`src/rtl/vga_timing_monitor.sv`:
```
// vga_timing_monitor
// Sink-side checker for the VGA pixel interface. It recovers the pixel
// coordinates from hsync/vsync alone, checks the line and frame timing,
// locks once the timing has been clean for LOCK_FRAMES frames, and produces
// a per-frame additive checksum of the active pixels.
// Optional build macro: VGA_MON_BLANK_CHECK_EN. When it is defined, nonzero
// RGB outside the active area is treated as a timing violation and the
// sticky blank_err output is added.
module vga_timing_monitor #(
    parameter int unsigned H_DISPLAY   = 640,
    parameter int unsigned H_SYNC      = 96,
    parameter int unsigned H_BP        = 48,
    parameter int unsigned H_TOTAL     = 800,
    parameter int unsigned V_DISPLAY   = 480,
    parameter int unsigned V_SYNC      = 2,
    parameter int unsigned V_BP        = 33,
    parameter int unsigned V_TOTAL     = 525,
    parameter int unsigned LOCK_FRAMES = 2
) (
    input  logic        clk,
    input  logic        clr,
    input  logic        pix_en,
    input  logic        hsync,
    input  logic        vsync,
    input  logic [3:0]  red,
    input  logic [3:0]  green,
    input  logic [3:0]  blue,
    output logic        pixel_valid,
    output logic [9:0]  pixel_x,
    output logic [9:0]  pixel_y,
    output logic        locked,
    output logic        frame_done,
    output logic [15:0] frame_sum,
    output logic        timing_err,
    output logic [7:0]  err_cnt
`ifdef VGA_MON_BLANK_CHECK_EN
    ,
    output logic        blank_err
`endif
);

    localparam logic [9:0] H_ACT_LO  = 10'(H_SYNC + H_BP);
    localparam logic [9:0] H_ACT_HI  = 10'(H_SYNC + H_BP + H_DISPLAY);
    localparam logic [9:0] V_ACT_LO  = 10'(V_SYNC + V_BP);
    localparam logic [9:0] V_ACT_HI  = 10'(V_SYNC + V_BP + V_DISPLAY);
    localparam logic [9:0] H_SYNC_W  = 10'(H_SYNC);
    localparam logic [9:0] V_SYNC_W  = 10'(V_SYNC);
    localparam logic [9:0] H_LAST    = 10'(H_TOTAL - 1);
    localparam logic [9:0] V_LAST    = 10'(V_TOTAL - 1);
    localparam logic [7:0] GOOD_LAST = 8'(LOCK_FRAMES - 1);

    typedef enum logic [1:0] {
        ST_UNLOCKED = 2'd0,
        ST_ACQUIRE  = 2'd1,
        ST_LOCKED   = 2'd2
    } state_t;

    // Index counters stick at their maximum instead of wrapping, so a missing
    // sync edge can never alias back into a legal-looking position.
    function automatic logic [9:0] sat_inc10(input logic [9:0] value);
        return (value == 10'h3FF) ? value : value + 10'd1;
    endfunction

    logic        hs_prev_r;
    logic        vs_line_r;
    logic        h_seen_r;
    logic [9:0]  h_idx_r;
    logic [9:0]  v_idx_r;
    state_t      state_r;
    logic [7:0]  good_r;
    logic [15:0] acc_r;
    logic        pixel_valid_r;
    logic [9:0]  pixel_x_r;
    logic [9:0]  pixel_y_r;
    logic        locked_r;
    logic        frame_done_r;
    logic [15:0] frame_sum_r;
    logic        timing_err_r;
    logic [7:0]  err_cnt_r;
    logic        blank_err_r;

    logic        h_fall_s;
    logic        h_rise_s;
    logic        frame_start_s;
    logic        v_rise_s;
    logic [9:0]  h_next_s;
    logic [9:0]  v_next_s;
    logic        active_s;
    logic [15:0] pix_s;
    logic [15:0] acc_sum_s;
    logic        blank_viol_s;
    logic        any_err_s;
    logic        gate_s;
    state_t      state_next_s;
    logic [7:0]  good_next_s;

    // Decode sync edges, next coordinates, active area and every timing check.
    always_comb begin
        h_fall_s      = hs_prev_r & ~hsync;
        h_rise_s      = ~hs_prev_r & hsync;
        frame_start_s = h_fall_s & ~vsync & vs_line_r;
        v_rise_s      = h_fall_s & vsync & ~vs_line_r;
        if (h_fall_s) begin
            h_next_s = 10'd0;
        end else begin
            h_next_s = sat_inc10(h_idx_r);
        end
        if (frame_start_s) begin
            v_next_s = 10'd0;
        end else if (h_fall_s) begin
            v_next_s = sat_inc10(v_idx_r);
        end else begin
            v_next_s = v_idx_r;
        end
        active_s  = (h_next_s >= H_ACT_LO) && (h_next_s < H_ACT_HI) &&
                    (v_next_s >= V_ACT_LO) && (v_next_s < V_ACT_HI);
        pix_s     = {4'd0, blue, green, red};
        acc_sum_s = active_s ? (acc_r + pix_s) : acc_r;
        gate_s    = (state_r != ST_UNLOCKED);
`ifdef VGA_MON_BLANK_CHECK_EN
        blank_viol_s = ~active_s & (|{blue, green, red});
`else
        blank_viol_s = 1'b0;
`endif
        // Horizontal checks need one real line start after reset before
        // h_idx means anything; the frame-length check is skipped while unlocked.
        any_err_s = (h_rise_s & h_seen_r & (h_next_s != H_SYNC_W)) |
                    (h_fall_s & h_seen_r & (h_idx_r != H_LAST)) |
                    (v_rise_s & (v_next_s != V_SYNC_W)) |
                    (frame_start_s & gate_s & (v_idx_r != V_LAST)) |
                    blank_viol_s;
    end

    // Lock FSM next-state: errors always drop to UNLOCKED, clean frame starts advance.
    always_comb begin
        state_next_s = state_r;
        good_next_s  = good_r;
        case (state_r)
            ST_UNLOCKED: begin
                if (any_err_s) begin
                    state_next_s = ST_UNLOCKED;
                end else if (frame_start_s) begin
                    state_next_s = ST_ACQUIRE;
                    good_next_s  = 8'd0;
                end else begin
                    state_next_s = ST_UNLOCKED;
                end
            end
            ST_ACQUIRE: begin
                if (any_err_s) begin
                    state_next_s = ST_UNLOCKED;
                end else if (frame_start_s) begin
                    if (good_r >= GOOD_LAST) begin
                        state_next_s = ST_LOCKED;
                        good_next_s  = 8'd0;
                    end else begin
                        good_next_s  = good_r + 8'd1;
                    end
                end else begin
                    state_next_s = ST_ACQUIRE;
                end
            end
            ST_LOCKED: begin
                if (any_err_s) begin
                    state_next_s = ST_UNLOCKED;
                end else begin
                    state_next_s = ST_LOCKED;
                end
            end
            default: begin
                state_next_s = ST_UNLOCKED;
                good_next_s  = 8'd0;
            end
        endcase
    end

    // Track sync levels and recover the horizontal/vertical indices.
    always_ff @(posedge clk or negedge clr) begin
        if (!clr) begin
            hs_prev_r <= 1'b1;
            vs_line_r <= 1'b1;
            h_seen_r  <= 1'b0;
            h_idx_r   <= 10'd0;
            v_idx_r   <= 10'd0;
        end else if (pix_en) begin
            hs_prev_r <= hsync;
            h_idx_r   <= h_next_s;
            v_idx_r   <= v_next_s;
            if (h_fall_s) begin
                vs_line_r <= vsync;
                h_seen_r  <= 1'b1;
            end else begin
                vs_line_r <= vs_line_r;
                h_seen_r  <= h_seen_r;
            end
        end else begin
            hs_prev_r <= hs_prev_r;
        end
    end

    // Lock FSM state register plus the registered locked flag.
    always_ff @(posedge clk or negedge clr) begin
        if (!clr) begin
            state_r  <= ST_UNLOCKED;
            good_r   <= 8'd0;
            locked_r <= 1'b0;
        end else if (pix_en) begin
            state_r  <= state_next_s;
            good_r   <= good_next_s;
            locked_r <= (state_next_s == ST_LOCKED);
        end else begin
            state_r  <= state_r;
        end
    end

    // Accumulate active pixels and publish the sum at each clean frame start.
    always_ff @(posedge clk or negedge clr) begin
        if (!clr) begin
            acc_r        <= 16'd0;
            frame_sum_r  <= 16'd0;
            frame_done_r <= 1'b0;
        end else if (pix_en) begin
            frame_done_r <= frame_start_s & gate_s & ~any_err_s;
            if (any_err_s) begin
                acc_r <= 16'd0;
            end else if (frame_start_s) begin
                acc_r <= 16'd0;
                if (gate_s) begin
                    frame_sum_r <= acc_sum_s;
                end else begin
                    frame_sum_r <= frame_sum_r;
                end
            end else begin
                acc_r <= acc_sum_s;
            end
        end else begin
            frame_done_r <= 1'b0;
        end
    end

    // Register the recovered pixel coordinates for active samples.
    always_ff @(posedge clk or negedge clr) begin
        if (!clr) begin
            pixel_valid_r <= 1'b0;
            pixel_x_r     <= 10'd0;
            pixel_y_r     <= 10'd0;
        end else if (pix_en) begin
            pixel_valid_r <= active_s & gate_s;
            if (active_s & gate_s) begin
                pixel_x_r <= h_next_s - H_ACT_LO;
                pixel_y_r <= v_next_s - V_ACT_LO;
            end else begin
                pixel_x_r <= 10'd0;
                pixel_y_r <= 10'd0;
            end
        end else begin
            pixel_valid_r <= pixel_valid_r;
        end
    end

    // Error pulse, saturating error counter and sticky blanking flag.
    always_ff @(posedge clk or negedge clr) begin
        if (!clr) begin
            timing_err_r <= 1'b0;
            err_cnt_r    <= 8'd0;
            blank_err_r  <= 1'b0;
        end else if (pix_en) begin
            timing_err_r <= any_err_s;
            blank_err_r  <= blank_err_r | blank_viol_s;
            if (any_err_s && (err_cnt_r != 8'hFF)) begin
                err_cnt_r <= err_cnt_r + 8'd1;
            end else begin
                err_cnt_r <= err_cnt_r;
            end
        end else begin
            timing_err_r <= 1'b0;
        end
    end

    assign pixel_valid = pixel_valid_r;
    assign pixel_x     = pixel_x_r;
    assign pixel_y     = pixel_y_r;
    assign locked      = locked_r;
    assign frame_done  = frame_done_r;
    assign frame_sum   = frame_sum_r;
    assign timing_err  = timing_err_r;
    assign err_cnt     = err_cnt_r;
`ifdef VGA_MON_BLANK_CHECK_EN
    assign blank_err   = blank_err_r;
`endif

endmodule

```
`config.mk`:
```
export PLATFORM = sky130hd
export DESIGN_NAME = vga_timing_monitor
export DESIGN_NICKNAME = d
export VERILOG_FILES = /design/src/rtl/vga_timing_monitor.sv
export SDC_FILE = /design/constraint.sdc
export NUM_CORES = 1
export LEC_CHECK = 0
export ABC_AREA = 1
export CORE_MARGIN = 2
export CORE_UTILIZATION = 60
export CTS_BUF_LIST = sky130_fd_sc_hd__clkbuf_8
export DETAILED_ROUTE_END_ITERATION = 16
export GPL_TIMING_DRIVEN = 0
export HOLD_SLACK_MARGIN = 0.08
export PLACE_DENSITY = 0.83
export SLEW_MARGIN = 40
export SYNTH_ARGS = -nofsm -noshare
export SYNTH_HDL_FRONTEND = slang
export SYNTH_SLANG_ARGS = --single-unit
export TNS_END_PERCENT = 10
```
`constraint.sdc`:
```
create_clock -name clk -period 4.3 [get_ports clk]
set_input_delay 1.075 -clock clk [delete_from_list [all_inputs] [get_ports clk]]
set_output_delay 1.075 -clock clk [all_outputs]
set_load 0.02 [all_outputs]
```
# Word level (Yosys, flattened, before mapping)
# Cells that the tools add are included.
dict set report classes {
  n_shift 0
  div_mod_pow 0
  n_bitwise 24
  magnitude_cmp 5
  multipliers 0
  eq_ne 14
  add_sub_neg 7
  reduce_logical 10
  n_mux 25
}
# operator n
set ops {}
lappend ops {{$mux W10} 7}
lappend ops {{$mux W16} 3}
lappend ops {{$mux W8} 5}
lappend ops {{$pmux W8 S3} 1}
lappend ops {{$add A10 B1 Y10 const B} 2}
lappend ops {{$eq A10 B10 Y1 const B} 2}
lappend ops {{$lt A10 B10 Y1 const B} 2}
lappend ops {{$ne A10 B10 Y1 const B} 2}
lappend ops {{$add A16 B12 Y16} 1}
lappend ops {{$add A8 B1 Y8 const B} 2}
lappend ops {{$and A1 B1 Y1} 15}
lappend ops {{$ge A10 B6 Y1 const B} 1}
lappend ops {{$ge A10 B8 Y1 const B} 1}
lappend ops {{$ne A10 B2 Y1 const B} 1}
lappend ops {{$ne A10 B7 Y1 const B} 1}
lappend ops {{$sub A10 B6 Y10 const B} 1}
lappend ops {{$sub A10 B8 Y10 const B} 1}
lappend ops {{$ge A8 B1 Y1 const B} 1}
lappend ops {{$mux W2} 4}
lappend ops {{$ne A2 B2 Y1 const B} 4}
lappend ops {{$ne A8 B8 Y1 const B} 1}
lappend ops {{$not A1 Y1} 6}
lappend ops {{$pmux W2 S3} 1}
lappend ops {{$reduce_and A6 Y1} 1}
lappend ops {{other kinds (9)} 19}
dict set report totals {
  out_inout_bits 48
  mem_bits_ro 0
  mem_bits_rw 0
  mem_count 0
  register_bits 97
  elab_cells 101
  input_bits 17
  latch_bits 0
}

# Longest topological paths before layout
# Gate-level depths: netlist of the first run.
dict set report logic_depth {
  depth_word 12
  depth_mapped 21
  mapped_depth_nobuf 20
}

# Worst setup path before layout of the first run
# Ideal clock, no wire load.
dict set report synth_path {
  path_type {input-to-reg}
  startpoint {input hsync}
  endpoint {register frame_sum_r[11], in the netlist frame_sum[11]}
  t_required_ps 4182
  path_slack_ps 1198
  t_arrival_ps 2984
  path_stages 14
  path_buffers 2
  cell_sequence {nor2_2 > inv_2 > buf_1 > nand3_1 > ha_1 > a21oi_2 > nor2_1 > nand2_1 > nand3_1 > nor2_4 > buf_4 > nand3_1 > nand3_1 > nand2_1}
}
dict set report synth_between {
  elab_chain_cells 11
  word_cells_on_any_way 32
}
# element line
set synth_lines {}
lappend synth_lines {{start, declared} 23} ;# input logic hsync,
lappend synth_lines {{parallel branches: the longest is 11 deep, another holds $ge A10 B6 Y1} -}
lappend synth_lines {{end signal, assigned} 229} ;# frame_sum_r <= acc_sum_s;
lappend synth_lines {{end signal, assigned} 231} ;# frame_sum_r <= frame_sum_r;
lappend synth_lines {{end, declared} 77} ;# logic [15:0] frame_sum_r;
# Several ways; the timed one is not identified.
# A chain may end at the register's enable or synchronous reset.

# Final worst setup path of the first run
dict set report layout_path {
  startpoint {input hsync}
  endpoint {register frame_sum_r[1], in the netlist frame_sum[1]}
}
dict set report layout_between {
  word_cells_on_any_way 32
}
# element line
set layout_rtl {}
lappend layout_rtl {{$not A1 Y1 *} 99} ;# h_fall_s = hs_prev_r & ~hsync;
lappend layout_rtl {{$and A1 B1 Y1 *} 99}
lappend layout_rtl {{$mux W10 *} 103} ;# if (h_fall_s) begin
lappend layout_rtl {{net h_next_s[4]} 86} ;# logic [9:0] h_next_s;
lappend layout_rtl {{$ne A10 B7 Y1} 127} ;# any_err_s = (h_rise_s & h_seen_r & (h_next_s != H_SYNC_W)) |
lappend layout_rtl {{$and A1 B1 Y1} 127}
lappend layout_rtl {{$or A1 B1 Y1} 127}
lappend layout_rtl {{$or A1 B1 Y1} 128} ;# (h_fall_s & h_seen_r & (h_idx_r != H_LAST)) |
lappend layout_rtl {{$or A1 B1 Y1} 129} ;# (v_rise_s & (v_next_s != V_SYNC_W)) |
lappend layout_rtl {{$not A1 Y1 (no line)} -}
lappend layout_rtl {{$reduce_and A4 Y1 (no line)} -}
# Mark *: on every way through the listed nets, which the timed path passes. The rest lies on a longest branch.

==> results.sh, run 1 <==
export IMPL_cp_end_kind="flop"
export IMPL_layout_drive_gt1_share_pct=10.1
export IMPL_postCtsSetupBuffers=0
export IMPL_finalPower_mw=2.44
export IMPL_io_pins=65
export IMPL_dp_slack_ns=0.0926
export IMPL_track_usage_pct=28.1
export IMPL_cts_hold_buf=0
export IMPL_powerDensity_nw_per_um2=325
export IMPL_firstDrtPassIters=5
export IMPL_grt_first_pass_wirelength_um=25600
export IMPL_max_stage_delay_ns=0.51
export IMPL_fin_nets=978
export IMPL_grt_max_degree=65
export IMPL_start_kind="input pin"
export IMPL_cp_top_family="buffers and inverters"
export IMPL_cts_max_path_buffers=2
export IMPL_drc=0
export IMPL_tightest_slew_ns=0.625
export IMPL_seq_area_frac_synth_pct=37.8
export IMPL_netlist_area_um2=6420
export IMPL_synth_cell_type_count=40
export IMPL_min_path_type="reg -> reg"
export IMPL_drt_total_wl_um=15000
export IMPL_ys_ff_latch=97
export IMPL_period_minus_slack_ns=3.82
export IMPL_synth_main_ff_cell="dfrtp_1"
export IMPL_antenna_left=0
export IMPL_synth_fp_nets=902
export IMPL_die_area_um2=11500
export IMPL_cts_tree="yes"
export IMPL_cts_inserted_buffers=9
export IMPL_synth_area_leader_cell="dfrtp_1"
export IMPL_holdWs_ns=0.487
export IMPL_leakage_nw=3.92
export IMPL_grt_pass1_vias=5353
export IMPL_status="finished, final reports clean"
export IMPL_io_buffers=64
export IMPL_synth_common_cells="290 x nand2_1, 96 x inv_1, 95 x dfrtp_1"
export IMPL_cts_resized_gates=0
export IMPL_die_y_um=107
export IMPL_rows=37
export IMPL_setup_ws_ns=0.480
export IMPL_finalSetupViolCount=0
export IMPL_placedCellCount=1061
export IMPL_synthTopCellsByArea="dfrtp_1 37%, nand2_1 17%, nand3_1 6.9%"
export IMPL_crit_required_ns=4.58
export IMPL_antenna_cells=0
export IMPL_cp_arrival_ns=4.10
export IMPL_hold_viol_final=0
export IMPL_slew_viol_final=0
export IMPL_ys_warnings_count=0
export IMPL_die_x_um=107
export IMPL_num_vias=5742
export IMPL_syn_to_final_growth_pct=16.6
export IMPL_core_um2=10400
export IMPL_maxSlewHeadroom_pct=58.3
export IMPL_ir_drop_mv=0.294
export IMPL_path_common_cell="nand3_1"
export IMPL_antenna_found_initial=0
export IMPL_synth_most_common_cell="nand2_1"
export IMPL_cts_root_buf="clkbuf_8"
export IMPL_avgSynthCellArea_um2=7.47
export IMPL_skew_ns=0.0178
export IMPL_wire_per_inst_um=13.9
export IMPL_fmax_ghz=0.262
export IMPL_drv_cap=0
export IMPL_worstPathMaxFanout=10
export IMPL_place_gp_congestion=0.920
export IMPL_fin_cells=1077
export IMPL_rsz0062_at_grt="false"
export IMPL_crit_path_top_delay_cell="clkdlybuf4s50_1"
export IMPL_h_tree_depth=3
export IMPL_synth_async_reset_ratio_pct=100
export IMPL_critical_path_cell_chain="clkdlybuf4s50_1, nor2_2, inv_2, buf_1, nand3_1, inv_1, ha_1, nand4_1, nor2_1, nand3_1, nand2_1, nand3_1, nor2_4, buf_4, nand3_1, nand3_1, nand2_1"
export IMPL_clock_sinks=97
export IMPL_path_class="in -> reg"
export IMPL_via_per_inst=5.33
export IMPL_drtIter0Drc=410
export IMPL_grt_overflow_total=0
export IMPL_synth_top_cell_area_share_pct=37.0
export IMPL_hpwl_um=11200
export IMPL_clk_latency_ns=0.40
export IMPL_initial_utilization_pct=61.9
export IMPL_synth_edff_count=0
export IMPL_path_clk_slew_ns=0.09
export IMPL_crit_buf_inv=5
export IMPL_postSynthCellCount=860
export IMPL_min_period_over_period_pct=88.8
-- through the flow --
step / util, % / setup TNS (ns) / instance area [µm²]
floorplan: - / 0 / 6420
global placement: 69.7 / -147.20 / 7230
detailed placement: 70.1 / 0 / 7260
CTS: 72.2 / 0 / 7490
global route: 72.2 / 0 / 7490
finish: 72.2 / 0 / 7490
-- state kept, by name, summed over array words and instances, names as in the netlist --
name,cells
good_r,8
locked,1
err_cnt,8
vs_line_r,1
frame_sum,16
pixel_valid,1
frame_done,1
pixel_y,10
state_r,2
pixel_x,10
hs_prev_r,1
h_seen_r,1
v_idx_r,10
acc_r,16
timing_err,1
h_idx_r,10
-- worst reg2reg max path, cell delays in order, from the launching register on --
cell and delay, ns:
dfrtp_1 0.43, ha_1 0.27, nand2_4 0.10, nor2_8 0.15, nand3_4 0.13, nand2_1 0.09, o21bai_1 0.06, nand3_1 0.19
ha_1 0.19, inv_1 0.04, nor2_1 0.12, nand2_1 0.07, nor2_1 0.08, nand2_1 0.10, a21oi_4 0.27, nand2_4 0.11
inv_2 0.08, nand3_2 0.17, buf_6 0.23, nand2_1 0.07, nand2_1 0.06
-- placed cells by master (no fill, tap or decap), drive strengths merged, types with 20 or more instances in the layout --
cell,n
clkdlybuf4s50,63
nand2,305
nand4,20
ha,24
inv,106
nand3,106
dfrtp,95
nor2,63
o21ai,51
-- logic make-up after synthesis --
logic type	count (synthesis)	share of synthesized area, %
flip-flops	97	37.8
XOR/XNOR	30	4.09
AND/OR/NAND/NOR	508	38.3
adder cells (fa/ha/maj)	25	4.99
buffers and inverters	126	8.32
AO/OA/AOI/OAI	74	6.43
-- area by class of cell --
type,count,area [µm²]
tap,136,170
buffer,23,148
clock inverter,7,100
sequential,97,2430
fill,839,2880
clock buffer,9,124
inverter,103,387
timing repair buffer,65,673
multi-input combinational,637,3460
-- worst paths after layout --
| path | start | to | slack [ns] | cells after the start |
|---|---|---|---|---|
| worst min register to register | pixel_x[5] | pixel_x[5] | 0.49 | 2 |
| worst max-delay path | hsync | frame_sum[1] | 0.48 | 17 |
| min in group asynchronous | clr | v_idx_r[8] | 0.52 | 1 |
| worst max register to register | h_idx_r[1] | frame_sum[13] | 1.20 | 20 |
| max in group asynchronous | clr | frame_sum[8] | 3.18 | 2 |
| worst min-delay path | pixel_x[5] | pixel_x[5] | 0.49 | 2 |
-- where the power goes --
group          switching (mW)  internal [mW]  leakage (nW)
clock                   0.355          0.334         0.115
sequential             0.0936          0.988          1.31
combinational           0.417          0.248          2.50
total                   0.866           1.57          3.92
-- per-layer routing --
| layer | global-route usage, % | vias to the layer above | part of all wire (%) |
|---|---|---|---|
| met1 | 39.8 | 2655 | 47 |
| li1 | - | 2900 | - |
| met5 | 0 | - | 0 |
| met2 | 43.8 | 164 | 45 |
| met3 | 5.27 | 23 | 5.8 |
| met4 | 8.97 | 0 | 1.9 |
No activity file was read; power rests on OpenSTA's default activity.
==> run 2, diff against run 1 <==
Settings changed: CTS_CLUSTER_DIAMETER set to 120.
==> results of run 2 <==
Same layout as run 1: the final DEF is identical, and so are final timing and power.
